[src/rtl/uart_tx_arbiter.sv]
// Packet-level round-robin arbiter sharing one UART TX FIFO write port between
// several byte-stream requesters; a grant ends on packet last or after MAXBURST bytes.
module uart_tx_arbiter #(
  parameter int NREQ     = 2,
  parameter int MAXBURST = 64
) (
  input  logic              CLK,
  input  logic              RST,
  input  logic [NREQ-1:0]   req_valid,
  input  logic [8*NREQ-1:0] req_data,
  input  logic [NREQ-1:0]   req_last,
  output logic [NREQ-1:0]   req_ready,
  input  logic              fifo_full,
  output logic              fifo_wr,
  output logic [7:0]        fifo_wdat,
  output logic [NREQ-1:0]   gnt,
  output logic              busy
);

  localparam int IW  = $clog2(NREQ);
  localparam int IW1 = IW + 1;

  localparam logic [0:0] IDLE = 1'b0;
  localparam logic [0:0] XFER = 1'b1;

  localparam logic [7:0]    LAST_CNT = 8'(MAXBURST - 1);
  localparam logic [IW-1:0] LAST_IDX = IW'(NREQ - 1);
  localparam logic [IW:0]   NREQ_W   = IW1'(NREQ);

  logic [0:0]    state_q, state_d;
  logic [IW-1:0] cur_q, cur_d;
  logic [IW-1:0] ptr_q, ptr_d;
  logic [7:0]    cnt_q, cnt_d;

  logic          found;
  logic [IW-1:0] pick;
  logic [IW:0]   idx;
  logic          acc;
  logic          rel;
  logic [IW-1:0] cur_inc;

  // Scan downwards so the lowest rotation offset from ptr is the one that sticks.
  always_comb begin
    found = 1'b0;
    pick  = '0;
    idx   = '0;
    for (int k = NREQ - 1; k >= 0; k--) begin
      idx = {1'b0, ptr_q} + IW1'(k);
      if (idx >= NREQ_W) begin
        idx = idx - NREQ_W;
      end
      if (req_valid[idx[IW-1:0]]) begin
        found = 1'b1;
        pick  = idx[IW-1:0];
      end
    end
  end

  always_comb begin
    acc     = (state_q == XFER) & req_valid[cur_q] & ~fifo_full;
    rel     = acc & (req_last[cur_q] | (cnt_q == LAST_CNT));
    cur_inc = (cur_q == LAST_IDX) ? '0 : cur_q + 1'b1;
  end

  always_comb begin
    state_d = state_q;
    cur_d   = cur_q;
    ptr_d   = ptr_q;
    cnt_d   = cnt_q;
    case (state_q)
      IDLE: begin
        if (found) begin
          state_d = XFER;
          cur_d   = pick;
          cnt_d   = '0;
        end
      end
      default: begin
        if (acc) begin
          cnt_d = cnt_q + 8'd1;
        end
        if (rel) begin
          state_d = IDLE;
          ptr_d   = cur_inc;
        end
      end
    endcase
  end

  // Handshakes are suppressed while RST is high so an abandoned grant never half-writes.
  always_comb begin
    busy      = (state_q == XFER);
    gnt       = busy ? (NREQ'(1) << cur_q) : '0;
    req_ready = (busy & ~fifo_full & ~RST) ? (NREQ'(1) << cur_q) : '0;
    fifo_wr   = acc & ~RST;
    fifo_wdat = busy ? req_data[{cur_q, 3'b000} +: 8] : 8'h00;
  end

  always_ff @(posedge CLK) begin
    if (RST) begin
      state_q <= IDLE;
      cur_q   <= '0;
      ptr_q   <= '0;
      cnt_q   <= '0;
    end else begin
      state_q <= state_d;
      cur_q   <= cur_d;
      ptr_q   <= ptr_d;
      cnt_q   <= cnt_d;
    end
  end

endmodule

[config.mk]
export PLATFORM = sky130hd
export DESIGN_NAME = uart_tx_arbiter
export DESIGN_NICKNAME = d
export VERILOG_FILES = /design/src/rtl/uart_tx_arbiter.sv
export SDC_FILE = /design/constraint.sdc
export NUM_CORES = 1
export LEC_CHECK = 0
export CAP_MARGIN = 20
export CORE_MARGIN = 2
export CORE_UTILIZATION = 34
export CTS_CLUSTER_DIAMETER = 120
export CTS_CLUSTER_SIZE = 20
export DETAILED_ROUTE_END_ITERATION = 16
export GPL_TIMING_DRIVEN = 0
export PLACE_DENSITY = 0.84
export SLEW_MARGIN = 20
export SYNTH_ARGS = -nofsm -noshare
export SYNTH_HDL_FRONTEND = slang
export SYNTH_SLANG_ARGS = --single-unit
[constraint.sdc]
create_clock -name CLK -period 1.6 [get_ports CLK]
set_input_delay 0.32 -clock CLK [delete_from_list [all_inputs] [get_ports CLK]]
set_output_delay 0.32 -clock CLK [all_outputs]
set_load 0.02 [all_outputs]
* Word level (Yosys, flattened, before mapping) *
Cells that the tools add are included.

operators by class
  $add $sub $neg = 5
  mux-type cells = 24
  shift operators = 2
  reduce and logical (&&, ||, !) cells = 4
  bitwise logic cells = 10
  magnitude comparators = 5
  equal/unequal tests = 2

operators by type and width
  cell                   count
  $mux W8                4
  $mux W1                18
  $shiftx A16 B5 Y8      1
  $add A8 B1 Y8 const B  1
  $eq A8 B6 Y1 const B   1
  $and A1 B1 Y1          6
  $lt A1 B2 Y1 const B   3
  $reduce_and A2 Y1      3
  $mux W2                2
  $not A1 Y1             3
  $add A1 B1 Y2 const B  1
  $ge A1 B2 Y1 const B   1
  $ge A2 B2 Y1 const B   1
  $ne A2 B1 Y1 const B   1
  $reduce_bool A2 Y1     1
  $shl A1 B1 Y2 const A  1
  $sub A1 B1 Y1 const B  2
  $add A1 B1 Y1 const B  1
  $or A1 B1 Y1           1

word-level totals
  logic and storage cells = 56
  bits in registers = 11
  input port bits = 23
  output and inout port bits = 14

* Longest topological paths before layout *
  depth after elaboration = 9
  gate-level depth with buffers = 7
  depth with buffers taken out = 5

* Worst setup path after synthesis *
OpenSTA, ideal clock, no wires.

  path type = flip-flop to output port
  start point = register state_q (netlist: busy)
  end point = output req_ready[1]
  cell stages (with the launch flop) = 3
  data required time = 1.280 ns
  path buffers = 0
  setup slack = -0.089 ns
  arrival time = 1.369 ns
  path through = dfxtp_1 -> and2_1 -> nor3b_1

between the ends
  cells in the longest elaborated chain, start to end = 3

ends and longest elaborated chain
  item                        RTL line  RTL
  from (decl)                 30        logic [0:0] state_q, state_d;
  from (signal assigned)      106       state_q <= state_d;
  $and A1 B1 Y1 (2 in a row)  94        req_ready = (busy & ~fifo_full & ~RST) ? (NREQ'(1) << cur_q) : '0;
  $mux W2                     94
  to (decl)                   12        output logic [NREQ-1:0] req_ready,

No other way between the ends.

* Worst setup path in the final report *
  start point = register cur_q
  end point = output fifo_wr

between the ends
  cells in the longest elaborated chain, start to end = 5

ends and longest elaborated chain
  item                                        RTL line  RTL
  from (decl)                                 31        logic [IW-1:0] cur_q, cur_d;
  from (signal assigned)                      107       cur_q <= cur_d;
  $mux W1 (implied by the code) (2 in a row)  60        acc = (state_q == XFER) & req_valid[cur_q] & ~fifo_full;
  $and A1 B1 Y1 (2 in a row)                  60
  $and A1 B1 Y1                               95        fifo_wr = acc & ~RST;
  to (decl)                                   14        output logic fifo_wr,

No other way between the ends. The select of a mux whose other input is x is not followed.

==> results_dict.tcl <==
set metrics [dict create \
    p_int_uw 509 \
    syn_area_um2 709 \
    io_buffers 36 \
    die_w_um 49.7 \
    clk_pin_slew_ns 0.07 \
    drt.antenna.violating_nets 0 \
    tightest_slew_ns 0.387 \
    core_um2 1960 \
    drive_above_1_share_pct 32.6 \
    cts-htree-levels 1 \
    hpwl_um 1540 \
    power.density_nw_per_um2 577 \
    first_iter_violations 9 \
    clock_skew_ns 0.00209 \
    rsz0062_at_grt "true" \
    setup.worst_path.class "flip-flop to output pin" \
    sequentialPowerShare_pct 40.1 \
    power.switching_uw 209 \
    finalWirelength_um 2270 \
    finalWorstSetupSlack_ns -0.0736 \
    antenna_found_initial 0 \
    yosysWarnings 0 \
    synthCells 88 \
    clock-sinks 11 \
    final_core_utilization_pct 63.5 \
    ctsHoldBuffers 0 \
    yosysSeqAreaShare_pct 31.0 \
    cp_slowest_stage_delay_ns 0.37 \
    insertion_delay_ns 0.26 \
    ios 37 \
    final_nets 163 \
    dieArea_um2 2470 \
    setup_tns_ns -0.0736 \
    grt_max_degree 13 \
    cts_buffer_depth 2 \
    area_growth_pct 75.5 \
    start_util_pct 36.2 \
    r2r_cells 6 \
    drt_pass1_iterations 4 \
    drc 0 \
    cts_tree "built" \
    setup_viol 1 \
    syn_nets 112 \
    crit_arrival_ns 1.35 \
    cpMaxStageDelayCell "dfxtp_4" \
    hold_viol 0 \
    crit_required_ns 1.28 \
    leakagePower_nw 0.515 \
    clock.fmax_ghz 0.598 \
    min_period_ns 1.67 \
    post-place-ws_ns -1.03 \
    postSynthAreaPerCell_um2 8.06 \
    max_cap_viol_count 0 \
    clkPwrFrac_pct 26.0 \
    path_cells "mux2i_4 -> or3_4 -> inv_2 -> buf_6" \
    yosysUniqueCellTypes 33 \
    yosys_register_bits 11 \
    diodes 0 \
    critPathMaxFanout 4 \
    end_kind "output pin" \
    relSlewSlack_pct 74.2 \
    die_y_um 49.7 \
    vias_per_cell 5.03 \
    gp_congestion 0.858 \
    grt_pass1_vias 777 \
    comb_power_share_pct 33.8 \
    num_vias 830 \
    root_buffer "clkbuf_4" \
    ir_worst_vdd_uv 286 \
    core.rowCount 16 \
    holdPathStages 2 \
    status "complete, but fails checks" \
    cts_buffers 3 \
    slew_viol_final 0 \
    violations "setup timing" \
    wl_per_cell_um 13.8 \
    holdWs_ns 0.499 \
    cp-start-kind "flip-flop" \
    min_path_type "flip-flop to flip-flop" \
    period_share_pct 105 \
    grt_pass1_wl_um 3430 \
    grt_overflow 0 \
    swShare_pct 29.1 \
    grt_use_total_pct 17.9 \
]
==> kinds of logic after synthesis <==
group | after synthesis | synth area share, %
muxes | 10 | 14.3
AOI/OAI and AO/OA | 22 | 22.2
DFF | 11 | 31.0
buffers and inverters | 9 | 5.47
and+or+nand+nor | 34 | 24.0
xor gates and xnor gates | 1 | 1.23
adders and majority gates | 1 | 1.76
==> final cells by class <==
class	count	area, um2
timing repair buffer	49	417
buffer	1	13.8
sequential	11	228
fill	174	717
inverter	5	22.5
tap	27	33.8
multi-input combinational	68	504
clock buffer	4	26.3
==> metrics by stage <==
stage / area (um2) / std cells / total power, mW
after floorplan: 716 / 88 / 0.388
after global placement: 1110 / 151 / 0.498
after detailed placement: 1110 / 151 / 0.503
after CTS: 1140 / 157 / 0.684
after global routing: 1240 / 165 / 0.756
final: 1240 / 165 / 0.718
==> final timing paths <==
| kind | slack, ns | from | end |
|---|---|---|---|
| worst max-delay path | -0.07 | cur_q | fifo_wr |
| worst min-delay path | 0.50 | cnt_q[0] | cnt_q[0] |
| worst max register to register | 0.02 | cur_q | busy |
| worst min register to register | 0.50 | cnt_q[0] | cnt_q[0] |
==> cells in the mapped netlist (all sizes together) <==
cell | n | area [um2]
a31o | 1 | 8.76
o32ai | 1 | 8.76
nand3 | 3 | 15.0
and4 | 2 | 17.5
nand2b | 3 | 18.8
o311ai | 1 | 8.76
clkbuf | 2 | 7.51
nand2 | 5 | 18.8
o21bai | 1 | 7.51
a21boi | 2 | 15.0
a32o | 1 | 10.0
nor3 | 1 | 5.00
mux2 | 1 | 11.3
and2 | 1 | 6.26
nor3b | 2 | 15.0
xor2 | 1 | 8.76
o21ai | 5 | 25.0
buf | 2 | 12.5
a22o | 1 | 8.76
a21o | 1 | 7.51
o221ai | 1 | 8.76
a21oi | 4 | 20.0
nor2 | 13 | 48.8
mux2i | 9 | 90.1
dfxtp | 11 | 220
inv | 5 | 18.8
and3 | 1 | 6.26
o211ai | 1 | 7.51
o41a | 1 | 11.3
ha | 1 | 12.5
o21ba | 1 | 10.0
or3 | 3 | 18.8
==> power groups by stage <==
stage               clock [mW]  sequential [mW]  combinational [mW]
floorplan                    0            0.293              0.0947
global placement             0            0.291               0.206
detailed placement           0            0.292               0.212
CTS                      0.195            0.287               0.202
global route             0.208            0.289               0.258
finish                   0.187            0.288               0.243
==> timing repair <==
item,CTS,global route
setup buffers,4,9
resized for setup,67,21
pin swaps,1,3
endpoints found under the setup margin,21,14
==> sequential cells by signal (all words and copies together) (netlist names) <==
signal  count
cnt_q       8
busy        1
cur_q       1
ptr_q       1
==> layout by cell type (no fill, tap or decap), drive strengths merged, types with 2 or more instances in the layout <==
| cell type | count |
|---|---|
| mux2i | 9 |
| a21boi | 2 |
| buf | 24 |
| inv | 4 |
| a21oi | 4 |
| nand2b | 3 |
| nor3b | 2 |
| clkbuf | 6 |
| clkdlybuf4s50 | 18 |
| nand2 | 5 |
| nand3 | 3 |
| or3 | 3 |
| and4 | 2 |
| dfxtp | 11 |
| o21ai | 5 |
| nor2 | 13 |
| dlygate4sd2 | 5 |
==> worst max-delay path, delay by kind of cell, from the launching register on <==
family / cells / cell delay [ns]
buf+inv: 2 / 0.18
flops: 1 / 0.37
mux: 1 / 0.19
simple gates: 1 / 0.35
==> per-layer routing <==
| metal | wire length [um] | track usage [%] | part of all wire, % |
|---|---|---|---|
| met1 | 990 | 21.3 | 44 |
| met2 | 1180 | 30.7 | 52 |
| met3 | 65 | 3.33 | 2.9 |
| met4 | 40 | 8.80 | 1.8 |
| met5 | 0 | 0 | 0 |
(Power assumes the default switching activity.)
